`config.mk`:
```
export PLATFORM = sky130hd
export DESIGN_NAME = vscale_lsu
export DESIGN_NICKNAME = d
export VERILOG_FILES = /design/src/rtl/vscale_lsu.sv
export SDC_FILE = /design/constraint.sdc
export NUM_CORES = 1
export LEC_CHECK = 0
export CORE_MARGIN = 2
export CORE_UTILIZATION = 52
export CTS_CLUSTER_SIZE = 8
export DETAILED_ROUTE_END_ITERATION = 6
export DONT_BUFFER_PORTS = 1
export GPL_TIMING_DRIVEN = 0
export PLACE_DENSITY = 0.68
export SYNTH_ARGS = -nofsm -noshare
export SYNTH_HDL_FRONTEND = slang
export SYNTH_SLANG_ARGS = --single-unit
```
`constraint.sdc`:
```
create_clock -name clk -period 5.8 [get_ports clk]
set_input_delay 0.29 -clock clk [delete_from_list [all_inputs] [get_ports clk]]
set_output_delay 0.29 -clock clk [all_outputs]
set_load 0.02 [all_outputs]
```
`src/rtl/vscale_lsu.sv`:
```
// Load/store unit between the DX/WB pipeline stages and a split-phase data-memory port.
// Requests go through one in-flight slot and then a DEPTH-entry in-order response FIFO.
module vscale_lsu #(
  parameter int XLEN  = 32,
  parameter int DEPTH = 2,
  parameter int TAG_W = 5
) (
  input  logic              clk,
  input  logic              reset_n,
  input  logic              req_valid,
  output logic              req_ready,
  input  logic              req_wen,
  input  logic [2:0]        req_type,
  input  logic [XLEN-1:0]   req_addr,
  input  logic [XLEN-1:0]   req_wdata,
  input  logic [TAG_W-1:0]  req_tag,
  output logic              resp_valid,
  input  logic              resp_ready,
  output logic [XLEN-1:0]   resp_data,
  output logic [TAG_W-1:0]  resp_tag,
  output logic              resp_wen,
  output logic [1:0]        resp_fault,
  output logic              mem_en,
  output logic              mem_wen,
  output logic [XLEN-1:0]   mem_addr,
  output logic [XLEN/8-1:0] mem_be,
  output logic [XLEN-1:0]   mem_wdata,
  input  logic              mem_wait,
  input  logic [XLEN-1:0]   mem_rdata,
  input  logic              mem_badmem_e
);
  localparam int NB   = XLEN / 8;
  localparam int OFFW = $clog2(NB);
  localparam int PW   = $clog2(DEPTH);
  localparam int CW   = PW + 2;

  logic              rst_done;
  logic              slot_valid, slot_wen;
  logic [2:0]        slot_type;
  logic [OFFW-1:0]   slot_off;
  logic [TAG_W-1:0]  slot_tag;
  logic [1:0]        slot_fault;
  logic [XLEN-1:0]   slot_wdata;

  logic [XLEN-1:0]   fifo_data  [DEPTH];
  logic [TAG_W-1:0]  fifo_tag   [DEPTH];
  logic              fifo_wen   [DEPTH];
  logic [1:0]        fifo_fault [DEPTH];
  logic [PW-1:0]     wr_ptr, rd_ptr, wr_nxt, rd_nxt, ptr_diff;
  logic              full, empty, pop, accept, slot_done;
  logic [CW-1:0]     fifo_cnt, count;

  logic [1:0]        req_size;
  logic [OFFW-1:0]   req_off, align_mask;
  logic              illegal, misaligned;
  logic [1:0]        req_fault;
  logic [NB-1:0]     size_mask;
  logic [XLEN-1:0]   store_rep;

  logic [XLEN-1:0]   shifted, load_mask, load_data, push_data;
  logic              sbit;
  logic [1:0]        push_fault;

  // Credit accounting: FIFO occupancy plus the in-flight slot.
  assign empty    = (wr_ptr == rd_ptr) && !full;
  assign ptr_diff = wr_ptr - rd_ptr;
  assign wr_nxt   = wr_ptr + PW'(1);
  assign rd_nxt   = rd_ptr + PW'(1);
  assign fifo_cnt = full ? CW'(DEPTH) : {2'b00, ptr_diff};
  assign count    = fifo_cnt + CW'(slot_valid);
  assign pop      = resp_valid && resp_ready;
  assign req_ready = rst_done && !mem_wait &&
                     ((count < CW'(DEPTH)) || (pop && (count == CW'(DEPTH))));
  assign accept   = req_valid && req_ready;

  assign req_size   = req_type[1:0];
  assign req_off    = req_addr[OFFW-1:0];
  assign align_mask = OFFW'((32'd1 << req_size) - 32'd1);
  assign misaligned = |(req_off & align_mask);
  assign illegal    = (req_type == 3'd7) ||
                      ((XLEN == 32) && ((req_type == 3'd3) || (req_type == 3'd6)));
  assign req_fault  = illegal ? 2'd3 : (misaligned ? 2'd1 : 2'd0);

  always_comb begin
    size_mask = '1;
    store_rep = req_wdata;
    case (req_size)
      2'd0: begin size_mask = NB'(1);  store_rep = {NB{req_wdata[7:0]}};          end
      2'd1: begin size_mask = NB'(3);  store_rep = {(XLEN/16){req_wdata[15:0]}};  end
      2'd2: begin size_mask = NB'(15); store_rep = {(XLEN/32){req_wdata[31:0]}};  end
      default: ;
    endcase
  end

  assign mem_en   = accept && (req_fault == 2'd0);
  assign mem_wen  = mem_en && req_wen;
  assign mem_addr = mem_en ? {req_addr[XLEN-1:OFFW], {OFFW{1'b0}}} : '0;
  assign mem_be   = mem_en ? (size_mask << req_off) : '0;

  // Fault entries never touch the bus, so they retire regardless of mem_wait.
  assign slot_done = slot_valid && ((slot_fault != 2'd0) || !mem_wait);
  assign mem_wdata = (slot_valid && slot_wen && (slot_fault == 2'd0)) ? slot_wdata : '0;

  assign shifted = mem_rdata >> {slot_off, 3'b000};
  always_comb begin
    load_mask = '1;
    sbit      = shifted[XLEN-1];
    case (slot_type[1:0])
      2'd0: begin load_mask = XLEN'(8'hFF);         sbit = shifted[7];  end
      2'd1: begin load_mask = XLEN'(16'hFFFF);      sbit = shifted[15]; end
      2'd2: begin load_mask = XLEN'(32'hFFFF_FFFF); sbit = shifted[31]; end
      default: ;
    endcase
  end
  assign load_data  = (shifted & load_mask) | ((!slot_type[2] && sbit) ? ~load_mask : '0);
  assign push_fault = (slot_fault != 2'd0) ? slot_fault : (mem_badmem_e ? 2'd2 : 2'd0);
  assign push_data  = (slot_wen || (push_fault != 2'd0)) ? '0 : load_data;

  always_ff @(posedge clk or negedge reset_n) begin
    if (!reset_n) begin
      rst_done   <= 1'b0;
      slot_valid <= 1'b0;
      slot_wen   <= 1'b0;
      slot_type  <= '0;
      slot_off   <= '0;
      slot_tag   <= '0;
      slot_fault <= '0;
      slot_wdata <= '0;
      wr_ptr     <= '0;
      rd_ptr     <= '0;
      full       <= 1'b0;
    end else begin
      rst_done <= 1'b1;
      if (accept) begin
        slot_valid <= 1'b1;
        slot_wen   <= req_wen;
        slot_type  <= req_type;
        slot_off   <= req_off;
        slot_tag   <= req_tag;
        slot_fault <= req_fault;
        slot_wdata <= store_rep;
      end else if (slot_done) begin
        slot_valid <= 1'b0;
      end
      if (slot_done) wr_ptr <= wr_nxt;
      if (pop)       rd_ptr <= rd_nxt;
      if (slot_done && !pop)      full <= (wr_nxt == rd_ptr);
      else if (pop && !slot_done) full <= 1'b0;
    end
  end

  always_ff @(posedge clk) begin
    if (slot_done) begin
      fifo_data[wr_ptr]  <= push_data;
      fifo_tag[wr_ptr]   <= slot_tag;
      fifo_wen[wr_ptr]   <= slot_wen;
      fifo_fault[wr_ptr] <= push_fault;
    end
  end

  assign resp_valid = !empty;
  assign resp_data  = resp_valid ? fifo_data[rd_ptr]  : '0;
  assign resp_tag   = resp_valid ? fifo_tag[rd_ptr]   : '0;
  assign resp_wen   = resp_valid ? fifo_wen[rd_ptr]   : 1'b0;
  assign resp_fault = resp_valid ? fifo_fault[rd_ptr] : 2'd0;
endmodule

```
==> results.cfg <==
[power_and_ir_drop]
seqPwrFrac_pct = 35.5
p_clk_share_pct = 28.2
internal_power_mw = 2.29
ir_worst_vdd_uv = 209
sw_frac_of_total_pct = 38.1
switchingPower_mw = 1.41
p_leak_nw = 3.07
p_per_area_nw_per_um2 = 493
pwr-share-comb_pct = 36.4

[cells_and_area]
drive_gt1_share_pct = 13.2
antenna_cells = 0
fin_cells = 769
area_delta_synth_final_pct = 13.3
nNetsFinal = 701

[floorplan]
num_io_pins = 223
die-width_um = 117
core-area_sq_um = 12500
die-area_sq_um = 13700
rows = 41
die_y_um = 117
initial_utilization_pct = 52.9

[sta]
finalClockSkew_ps = 7.49
slew_headroom_pct = 42.3
finalMaxSlewViolations = 0
period_needed_ps = 4070
final-setup-viol-count = 0
tightest_slew_ps = 866
hold_viol = 0
fmax_mhz = 246
rsz0062_at_grt = false
finalCritPeriodShare_pct = 70.1
finalSetupTns_ps = 0

[run_status]
violations = design-rule violations
status = complete, but fails checks

[critical_path]
cp_slowest_stage_delay_ps = 660
worst_setup_path_start_kind = flop
reg2reg_to = slot_wdata[19]$_DFFE_PN0P_
worst_r2r_path_depth = 12
r2r_slack_ps = 2740
endpoint = mem_be[3]
cp_max_fo = 10
crit_top_cell = ha_1
path_delay_family = compound AO/OA/AOI/OAI gates
crit_arrival_ps = 3780
endpoint_kind = primary output
crit_start = rd_ptr$_DFFE_PN0P_
worstPathBufferInverterCount = 3
path_depth = 11
cp_cell_sequence = buf_2, xor2_1, and2_1, ha_1, inv_1, ha_1, nor4bb_1, o21ai_1, a211oi_2, clkbuf_1, o211a_1
crit_required_ps = 5510
cp_slowest_cell = a211oi_2
crit_type = flop to primary output
r2r-start = rd_ptr$_DFFE_PN0P_

[route]
wire_per_inst_um = 21.6
viasPerCell = 5.71
ant_nets = 0
wirelength_mm = 16.6
num_vias = 4388
drc = 2
drt-pass1-iter-count = 7
drtIter0Drc = 396

[placed_design]
placed_cells = 736
hpwl_mm = 12.1
io_buffers = 0
routabilityCongestion = 0.939

[logic_synthesis]
synthFlopType = edfxtp_1
synth_top_cells_by_area = edfxtp_1 36%, dfrtp_1 19%, mux2i_1 13%
syn_area_per_cell_sq_um = 11.8
synth_cells = 561
synth_seq_cells = 130
synth_top_cell_area_share_pct = 36.3
yosysWarningCount = 0
synth_cell_type_count = 47
synth_edf_count = 80
synth_async_sr_flop_share_pct = 38.5
ys_seq_area_share_pct = 55.2
syn-cell-area_sq_um = 6620
post-synth-top-area-cell = edfxtp_1

[cts]
cts_root_buf = clkbuf_16
cts.clk_slew.worst_paths_ps = 60
cts_setup_buffers = 0
cts_htree_levels = 4
cts-buffers-inserted = 17
cts_hold_buf = 2
clk_latency_ps = 400
clock_path_buffers = 2
post_cts_resized = 0
cts_tree = done
clock_sinks = 130

[global_routing]
antenna_found_initial = 0
grt_use_total_pct = 24.1
grt_pass1_vias = 4351
grt_first_pass_wirelength_mm = 24.1
grt_max_degree = 51
grt.overflow.total = 0

[job]
maxCapViolations = 0

[hold_path]
hold_class = input port to flop
## logic make-up after synthesis
group	Yosys count	share of synthesized area [%]
muxes	112	17.8
xor gates and xnor gates	3	0.397
DFF	130	55.2
buffers and inverters	62	4.21
other	2	0.113
adders and majority gates	5	0.945
AOI/OAI and AO/OA	76	7.75
and+or+nand+nor	171	13.6
## how the worst min path moves through the flow
stage | from | cells past startpoint | slack, ps | endpoint
final | req_wdata[7] | 1 | 30 | slot_wdata[7]$_DFFE_PN0P_
after global routing | req_wdata[7] | 1 | 10 | slot_wdata[7]$_DFFE_PN0P_
after CTS | req_wdata[7] | 1 | 20 | slot_wdata[7]$_DFFE_PN0P_
after detailed placement | reset_n | 0 | -5 | slot_tag[0]$_DFFE_PN0P_
after global placement | reset_n | 0 | -5 | slot_tag[1]$_DFFE_PN0P_
after floorplan | reset_n | 0 | -6 | full$_DFFE_PN0P_
## cells in the mapped netlist (4+ instances only)
| master | instances |
|---|---|
| and2_1 | 67 |
| o21ai_1 | 9 |
| edfxtp_1 | 80 |
| nand2b_1 | 4 |
| mux2i_1 | 84 |
| dfrtp_1 | 50 |
| ha_1 | 5 |
| nand2_1 | 4 |
| a22o_1 | 7 |
| a211oi_1 | 21 |
| clkbuf_1 | 24 |
| mux2_2 | 26 |
| nor2b_1 | 9 |
| nor2_1 | 71 |
| a21oi_1 | 20 |
| inv_1 | 24 |
| a21o_1 | 8 |
| buf_2 | 6 |
## layout by cell type (no fill, tap or decap), drive strengths merged, types with 4 or more instances in the layout
master | Yosys | routed
nand2 | 4 | 4
a21oi | 20 | 20
edfxtp | 80 | 80
clkinv | 0 | 8
nor2b | 9 | 9
mux2 | 26 | 26
a22o | 7 | 7
inv | 24 | 24
o21ai | 12 | 12
and2 | 67 | 67
nor2 | 71 | 71
buf | 12 | 15
ha | 5 | 5
clkbuf | 25 | 43
a211oi | 22 | 22
mux2i | 84 | 84
nand2b | 4 | 4
a21o | 9 | 9
dfrtp | 50 | 50
## routing by layer
metal / track usage [%] / part of all wire (%) / vias up
li1: - / - / 2016
met1: 28.1 / 38 / 2152
met2: 42.6 / 52 / 197
met3: 8.03 / 8.9 / 23
met4: 6.82 / 1.5 / 0
met5: 0 / 0 / -
## through the flow
| stage | hold WS [ps] | utilization, % | worst slack (ps) | power, mW | cell area, sq um |
|---|---|---|---|---|---|
| floorplan | -5.59 | - | 2700 | 2.38 | 6630 |
| global route | 14.8 | 59.9 | 1380 | 3.88 | 7500 |
| finish | 32.7 | 59.9 | 1730 | 3.70 | 7500 |
| detailed placement | -4.88 | 55.0 | 2080 | 2.67 | 6890 |
| CTS | 19.3 | 59.9 | 1620 | 3.72 | 7500 |
| global placement | -4.60 | 54.7 | 1610 | 2.62 | 6840 |
## state kept, by name, indices dropped and copies added (netlist names), 2 cells and up
register,count
slot_wdata,32
slot_fault,2
fifo_data,64
fifo_fault,4
slot_type,3
slot_off,2
slot_tag,5
fifo_wen,2
fifo_tag,10
## power groups by stage
stage / Sequential, mW / Combinational [mW] / Clock [mW]
floorplan: 1.29 / 1.09 / 0
global placement: 1.31 / 1.31 / 0
detailed placement: 1.32 / 1.34 / 0
CTS: 1.31 / 1.36 / 1.06
global route: 1.34 / 1.45 / 1.09
finish: 1.31 / 1.35 / 1.04
## final cells by class
class	count	area [sq um]
inverters	24	90.1
multi-input cells	370	2700
clock inverters	13	144
well taps	172	215
fillers	1048	5020
clock buffers	18	429
plain buffers	38	189
repair buffers	4	77.6
flip-flops and latches	130	3650
Power figures use the tool's default switching activity.
